[src/rtl/adc_gain_offset_sched.sv]
// Round-robin scheduler sharing one gain/offset multiply-add pipeline across N_CH ADC channels.
// Latency grant->o_valid 3 cycles, 1 result/cycle; i_enable=0 stops new grants while in-flight ops drain.
// Macro GAIN_OFFSET_SAT_EN: when defined, results clamp to signed 32-bit; otherwise they wrap.
module adc_gain_offset_sched #(
    parameter int N_CH = 7,
    parameter int DW   = 16,
    parameter int FRAC = 16,
    parameter int CHW  = 3
) (
    input  logic                 i_clk,
    input  logic                 i_rst_n,
    input  logic                 i_enable,
    input  logic [N_CH*DW-1:0]   i_adc_data,
    input  logic [N_CH-1:0]      i_adc_valid,
    input  logic [N_CH*32-1:0]   i_gain,
    input  logic [N_CH*32-1:0]   i_offset,
    input  logic [N_CH-1:0]      i_overrun_clr,
    output logic [31:0]          o_data,
    output logic [CHW-1:0]       o_ch,
    output logic                 o_valid,
    output logic [N_CH*32-1:0]   o_result,
    output logic [N_CH-1:0]      o_overrun,
    output logic                 o_busy
);

    logic [N_CH-1:0]           pend_q, pend_d;
    logic [N_CH-1:0][DW-1:0]   samp_q, samp_d;
    logic [CHW-1:0]            ptr_q, ptr_d;
    logic [N_CH-1:0]           ovr_q, ovr_d;

    logic                      s1_vld_q, s1_vld_d;
    logic signed [DW-1:0]      s1_x_q, s1_x_d;
    logic signed [31:0]        s1_gain_q, s1_gain_d;
    logic signed [31:0]        s1_off_q, s1_off_d;
    logic [CHW-1:0]            s1_ch_q, s1_ch_d;

    logic                      s2_vld_q, s2_vld_d;
    logic signed [47:0]        s2_p_q, s2_p_d;
    logic signed [31:0]        s2_off_q, s2_off_d;
    logic [CHW-1:0]            s2_ch_q, s2_ch_d;

    logic                      o_valid_q, o_valid_d;
    logic [31:0]               o_data_q, o_data_d;
    logic [CHW-1:0]            o_ch_q, o_ch_d;
    logic [N_CH-1:0][31:0]     o_result_q, o_result_d;

    logic                      gnt_vld;
    logic [CHW-1:0]            gnt_idx;
    logic [N_CH-1:0]           gnt_oh;
    logic signed [47:0]        x_ext, g_ext;
    logic signed [33:0]        s3_sh, s3_sum;
    logic [31:0]               res;

    always_comb begin
        gnt_vld = 1'b0;
        gnt_idx = '0;
        // First pass finds the lowest pending channel (wrap candidate); second pass
        // overrides it with the lowest pending channel at or above the pointer.
        for (int k = N_CH - 1; k >= 0; k--) begin
            if (pend_q[k]) begin
                gnt_vld = 1'b1;
                gnt_idx = CHW'(k);
            end
        end
        for (int k = N_CH - 1; k >= 0; k--) begin
            if (pend_q[k] && k >= int'(ptr_q)) begin
                gnt_idx = CHW'(k);
            end
        end
        gnt_vld = gnt_vld & i_enable;
        gnt_oh  = gnt_vld ? (N_CH'(1) << gnt_idx) : '0;

        ptr_d = ptr_q;
        if (gnt_vld) begin
            ptr_d = (gnt_idx == CHW'(N_CH - 1)) ? '0 : gnt_idx + CHW'(1);
        end

        pend_d = (pend_q & ~gnt_oh) | i_adc_valid;
        ovr_d  = (ovr_q & ~i_overrun_clr) | (i_adc_valid & pend_q & ~gnt_oh);
        samp_d = samp_q;
        for (int k = 0; k < N_CH; k++) begin
            if (i_adc_valid[k]) begin
                samp_d[k] = i_adc_data[k*DW +: DW];
            end
        end

        // Factors are captured only at issue so register writes cannot tear an op.
        s1_vld_d  = gnt_vld;
        s1_x_d    = s1_x_q;
        s1_gain_d = s1_gain_q;
        s1_off_d  = s1_off_q;
        s1_ch_d   = s1_ch_q;
        if (gnt_vld) begin
            s1_x_d    = samp_q[gnt_idx];
            s1_gain_d = i_gain[int'(gnt_idx)*32 +: 32];
            s1_off_d  = i_offset[int'(gnt_idx)*32 +: 32];
            s1_ch_d   = gnt_idx;
        end

        x_ext    = 48'(s1_x_q);
        g_ext    = 48'(s1_gain_q);
        s2_vld_d = s1_vld_q;
        s2_p_d   = s2_p_q;
        s2_off_d = s2_off_q;
        s2_ch_d  = s2_ch_q;
        if (s1_vld_q) begin
            s2_p_d   = x_ext * g_ext;
            s2_off_d = s1_off_q;
            s2_ch_d  = s1_ch_q;
        end

        s3_sh  = 34'(s2_p_q >>> FRAC);
        s3_sum = s3_sh + 34'(s2_off_q);
`ifdef GAIN_OFFSET_SAT_EN
        if (s3_sum > 34'sh0_7FFF_FFFF) begin
            res = 32'h7FFF_FFFF;
        end else if (s3_sum < 34'sh3_8000_0000) begin
            res = 32'h8000_0000;
        end else begin
            res = 32'(s3_sum);
        end
`else
        res = 32'(s3_sum);
`endif

        o_valid_d  = s2_vld_q;
        o_data_d   = o_data_q;
        o_ch_d     = o_ch_q;
        o_result_d = o_result_q;
        if (s2_vld_q) begin
            o_data_d            = res;
            o_ch_d              = s2_ch_q;
            o_result_d[s2_ch_q] = res;
        end
    end

    always_ff @(posedge i_clk or negedge i_rst_n) begin
        if (!i_rst_n) begin
            pend_q     <= '0;
            samp_q     <= '0;
            ptr_q      <= '0;
            ovr_q      <= '0;
            s1_vld_q   <= 1'b0;
            s1_x_q     <= '0;
            s1_gain_q  <= '0;
            s1_off_q   <= '0;
            s1_ch_q    <= '0;
            s2_vld_q   <= 1'b0;
            s2_p_q     <= '0;
            s2_off_q   <= '0;
            s2_ch_q    <= '0;
            o_valid_q  <= 1'b0;
            o_data_q   <= '0;
            o_ch_q     <= '0;
            o_result_q <= '0;
        end else begin
            pend_q     <= pend_d;
            samp_q     <= samp_d;
            ptr_q      <= ptr_d;
            ovr_q      <= ovr_d;
            s1_vld_q   <= s1_vld_d;
            s1_x_q     <= s1_x_d;
            s1_gain_q  <= s1_gain_d;
            s1_off_q   <= s1_off_d;
            s1_ch_q    <= s1_ch_d;
            s2_vld_q   <= s2_vld_d;
            s2_p_q     <= s2_p_d;
            s2_off_q   <= s2_off_d;
            s2_ch_q    <= s2_ch_d;
            o_valid_q  <= o_valid_d;
            o_data_q   <= o_data_d;
            o_ch_q     <= o_ch_d;
            o_result_q <= o_result_d;
        end
    end

    assign o_data    = o_data_q;
    assign o_ch      = o_ch_q;
    assign o_valid   = o_valid_q;
    assign o_result  = o_result_q;
    assign o_overrun = ovr_q;
    assign o_busy    = (|pend_q) | s1_vld_q | s2_vld_q | o_valid_q;

endmodule

[config.mk]
export PLATFORM = sky130hd
export DESIGN_NAME = adc_gain_offset_sched
export DESIGN_NICKNAME = d
export VERILOG_FILES = /design/src/rtl/adc_gain_offset_sched.sv
export SDC_FILE = /design/constraint.sdc
export NUM_CORES = 2
export LEC_CHECK = 0
export BUFFER_PORTS_ARGS = -buffer_cell sky130_fd_sc_hd__buf_2
export CAP_MARGIN = 40
export CORE_MARGIN = 4
export CORE_UTILIZATION = 25
export CTS_CLUSTER_SIZE = 25
export DETAILED_ROUTE_END_ITERATION = 8
export MAX_ROUTING_LAYER = met4
export PLACE_DENSITY = 0.45
export SYNTH_ARGS = -nofsm -noshare
export SYNTH_HDL_FRONTEND = slang
export SYNTH_SLANG_ARGS = --single-unit
[constraint.sdc]
create_clock -name i_clk -period 5.94 [get_ports i_clk]
set_input_delay 1.485 -clock i_clk [delete_from_list [all_inputs] [get_ports i_clk]]
set_output_delay 1.485 -clock i_clk [all_outputs]
set_load 0.03 [all_outputs]
==> results.rst <==
.. list-table::
   :header-rows: 1

   * - Metric
     - Value
   * - Met3 WL
     - 12520 um
   * - Commonest register cell after synthesis
     - sky130_fd_sc_hd__dfrtp_1
   * - Via density per instance
     - 4.556
   * - Final worst-path setup slack
     - -303.4 ps
   * - Yosys warnings
     - 0
   * - Initial Utilization
     - 0.2518
   * - Post-route non-filler standard cell count
     - 7541
   * - Clock-pin slew on the worst setup and hold paths
     - 60 ps
   * - Number of nets with antenna violations after routing
     - 0
   * - Violated checks
     - setup timing
   * - Number of nets produced by synthesis
     - 5376
   * - Core area
     - 167200 um2
   * - Upper clock frequency limit
     - 0.1602 GHz
   * - Hold-fix buffers at CTS
     - 0
   * - Maximum number of pins on one net before global-route repair
     - 112
   * - Tightest Pin Transition
     - 870.7 ps
   * - Period utilization
     - 1.051
   * - Async set-reset flop share out of synthesis
     - 1.000
   * - Number of distinct standard cells referenced by the synthesized netlist
     - 81
   * - DR WL met2
     - 85410 um
   * - Number of global-route vias before repair
     - 35849
   * - Hold Path Cell Cnt
     - 2
   * - Die height
     - 418.4 um
   * - Number of instances in the placed design
     - 7310
   * - Setup CP Type
     - flip-flop to flip-flop
   * - Detail Placement HPWL
     - 150300 um
   * - Max layer used
     - met4
   * - Commonest non-fill, non-tap cells in the layout
     - 844 x sky130_fd_sc_hd__buf_2, 601 x sky130_fd_sc_hd__nand2_1, 600 x sky130_fd_sc_hd__inv_1, 514 x sky130_fd_sc_hd__dfrtp_1, 466 x sky130_fd_sc_hd__fa_1
   * - Input/output buffers
     - 844
   * - Buffer cell driving the clock tree root
     - sky130_fd_sc_hd__clkbuf_16
   * - Antenna violations before repair
     - 62
   * - Number of max-cap violations
     - 0
   * - Number of buffers between clock root and the deepest sink
     - 3
   * - Cts bufs inserted
     - 71
   * - Synthesized flop and latch total
     - 541
   * - Endpoint of the most critical register-to-register path
     - s2_p_q[40]
   * - Tightest Hold Check Type
     - flip-flop to flip-flop
   * - Number of enable-type register cells in the synthesized netlist
     - 0
   * - Total routed wirelength
     - 183200 um
   * - Global-route total usage across every layer
     - 0.2117
   * - Number of levels in the clock H-tree
     - 3
   * - Status
     - complete, but fails checks
   * - Area overhead of the layout relative to synthesis
     - 30.53%
   * - Endpoint of the worst hold-timing path
     - o_result[156]
   * - Slew Limit Fails
     - 0
   * - Initial detailed-routing violation count
     - 2481
   * - Clock tree from TritonCTS
     - yes
   * - Critical path required time
     - 6510 ps
   * - Fin Clk Skew
     - 61.78 ps
   * - Reg-to-reg critical path startpoint
     - s1_x_q[15]
   * - Synthesized netlist cell count
     - 4170
   * - I/O pin count
     - 845
   * - Setup violators final
     - 25
   * - Worst r2r path cells
     - 24
   * - Wire length the detailed router placed on met1
     - 78230 um
   * - Time the final worst path needs with I/O delays and setup
     - 6243 ps
   * - Number of sinks handled by clock tree synthesis
     - 541
   * - Startpoint Class
     - flip-flop
   * - Wire length of the first global-routing pass
     - 260300 um
   * - Overall die area
     - 175100 um2
   * - Total congestion overflow after global routing
     - 0
   * - DRC violation count after routing
     - 0
   * - Number of nets in the final layout
     - 6436
   * - Worst slack at placement
     - -643.9 ps
   * - Setup TNS
     - -4370 ps
   * - Global placement routability congestion
     - 0.8972
   * - Slew headroom
     - 0.4176
   * - Detail-routed net length per standard cell
     - 24.29 um
   * - Share of layout cells above drive strength 1
     - 0.3267
   * - Average instance area after synthesis
     - 10.10 um2
   * - Setup repair after global routing missed its margin
     - yes
   * - Vias post-DR
     - 34355
   * - Hold Path Origin
     - o_result[156]
   * - Later-pin clock latency in the skew report
     - 690 ps
   * - DRT Pass-1 Iters
     - 8
   * - X dimension of the die
     - 418.4 um
   * - Category of the worst setup path capture point
     - flip-flop
   * - Max FO, Critical Path
     - 3
   * - Row count
     - 150
   * - Number of endpoints with negative hold slack in the final report
     - 0
   * - Arrival @ worst endpoint
     - 6810 ps
   * - Post-synthesis sequential area ratio
     - 0.3215
   * - Most frequent standard cell in the layout excluding fill and tap cells
     - sky130_fd_sc_hd__buf_2
   * - Setup slack, reg-to-reg
     - -300 ps
   * - Combined area of all synthesized cells
     - 42110 um2
## timing repair
item	CTS	global route
pin swaps	72	38
endpoints found under the setup margin	31	30
gates cloned	1	1
buffers inserted	44	10
endpoints found under the hold margin	0	0
resized for setup	186	49
## routing by layer
layer / vias up / track usage
met5: - / -
li1: 15784 / -
met1: 17338 / 0.2671
met2: 1029 / 0.3293
met3: 204 / 0.05317
met4: 0 / 0.07726
## through the flow
stage            util  hold WS [ps]  area [um2]
3_3_place_gp   0.3047         456.2       50950
6_report       0.3287         470.6       54970
2_1_floorplan       -         351.9       42260
4_1_cts        0.3266         478.0       54620
5_1_grt        0.3287         495.7       54960
3_5_place_dp   0.3057         465.1       51120
## final cells by class
| class | instances | area (um2) |
|---|---|---|
| Tap cell | 2204 | 2758 |
| Inverter | 615 | 2315 |
| Multi-Input combinational cell | 2790 | 26110 |
| Fill cell | 17544 | 112300 |
| Antenna cell | 50 | 125.1 |
| Sequential cell | 541 | 13570 |
| Timing Repair Buffer | 1211 | 7691 |
| Clock inverter | 24 | 362.8 |
| Clock buffer | 106 | 2039 |
## kinds of logic (layout without fill, tap and decap cells)
group | count (synthesis) | in the layout | share of synthesized area
and+or+nand+nor | 1039 | 1039 | 0.1129
buffers and inverters | 839 | 1956 | 0.07760
AOI/OAI and AO/OA | 681 | 681 | 0.1051
adders and majority gates | 629 | 629 | 0.2735
DFF | 541 | 541 | 0.3215
muxes | 375 | 375 | 0.09567
xor gates and xnor gates | 66 | 66 | 0.01373
other | 0 | 50 | 0
## how the worst max path moves through the flow
stage,startpoint,end,cells after the start
finish,s1_x_q[15],s2_p_q[40],24
global route,s1_gain_q[11],s2_p_q[47],23
CTS,s1_gain_q[5],s2_p_q[47],22
detailed placement,s1_gain_q[5],s2_p_q[47],21
global placement,s1_gain_q[10],s2_p_q[38],22
floorplan,s1_gain_q[5],s2_p_q[47],22
## synth_stat cells (all sizes together) (5+ instances only)
master  count  area (um2)
a21o       28       210.2
a21oi      68       340.3
a222oi     39       390.4
xnor2      47       411.6
a31oi       9       56.30
mux2i     155        1551
a22oi      66       500.5
clkbuf    170       638.1
o221ai      8       76.32
a211oi      6       57.56
o21ai     298        1503
o31ai      13       102.6
nand3      56       285.3
o22ai      41       256.5
or2         5       31.28
mux2      220        2477
nor3       20       105.1
o21bai     11       93.84
a221oi      8       70.07
and2      204        1276
nor2b       9       56.30
nand4       9       56.30
inv       615        2311
ha        143        1789
xor2       19       166.4
nor2       79       316.5
o21a        7       52.55
and3       10       62.56
fa        486        9729
dfrtp     541       13540
buf        54       319.1
nand2     614        2322
a211o      41       359.1
nand2b     18       120.1
## registers in the layout (all words and copies together) (netlist names), 3 cells and up
signal and flops:
s2_ch_q 3, o_data 32, o_overrun 7, o_ch 3
pend_q 7, s2_off_q 32, ptr_q 3, s2_p_q 32
s1_ch_q 3, samp_q 112, s1_off_q 32, s1_gain_q 32
s1_x_q 16, o_result 224
## worst max-delay path: stages (launching register included)
cell	delay, ps
sky130_fd_sc_hd__dfrtp_1	400
sky130_fd_sc_hd__clkinvlp_4	160
sky130_fd_sc_hd__buf_6	150
sky130_fd_sc_hd__buf_6	110
sky130_fd_sc_hd__buf_6	110
sky130_fd_sc_hd__nor2_4	70
sky130_fd_sc_hd__fa_1	460
sky130_fd_sc_hd__fa_2	610
sky130_fd_sc_hd__fa_1	480
sky130_fd_sc_hd__fa_2	400
sky130_fd_sc_hd__fa_1	530
sky130_fd_sc_hd__inv_2	40
sky130_fd_sc_hd__fa_2	530
sky130_fd_sc_hd__inv_2	40
sky130_fd_sc_hd__ha_4	150
sky130_fd_sc_hd__a21o_1	140
sky130_fd_sc_hd__a21o_1	200
sky130_fd_sc_hd__a211o_1	340
sky130_fd_sc_hd__o31ai_4	320
sky130_fd_sc_hd__buf_4	170
sky130_fd_sc_hd__buf_6	100
sky130_fd_sc_hd__o21ba_4	150
sky130_fd_sc_hd__o21bai_1	70
sky130_fd_sc_hd__xor2_1	140
sky130_fd_sc_hd__mux2_2	260
Power is not shown: default switching activity piles up to over one toggle a cycle in this logic, so the estimate is an artifact.
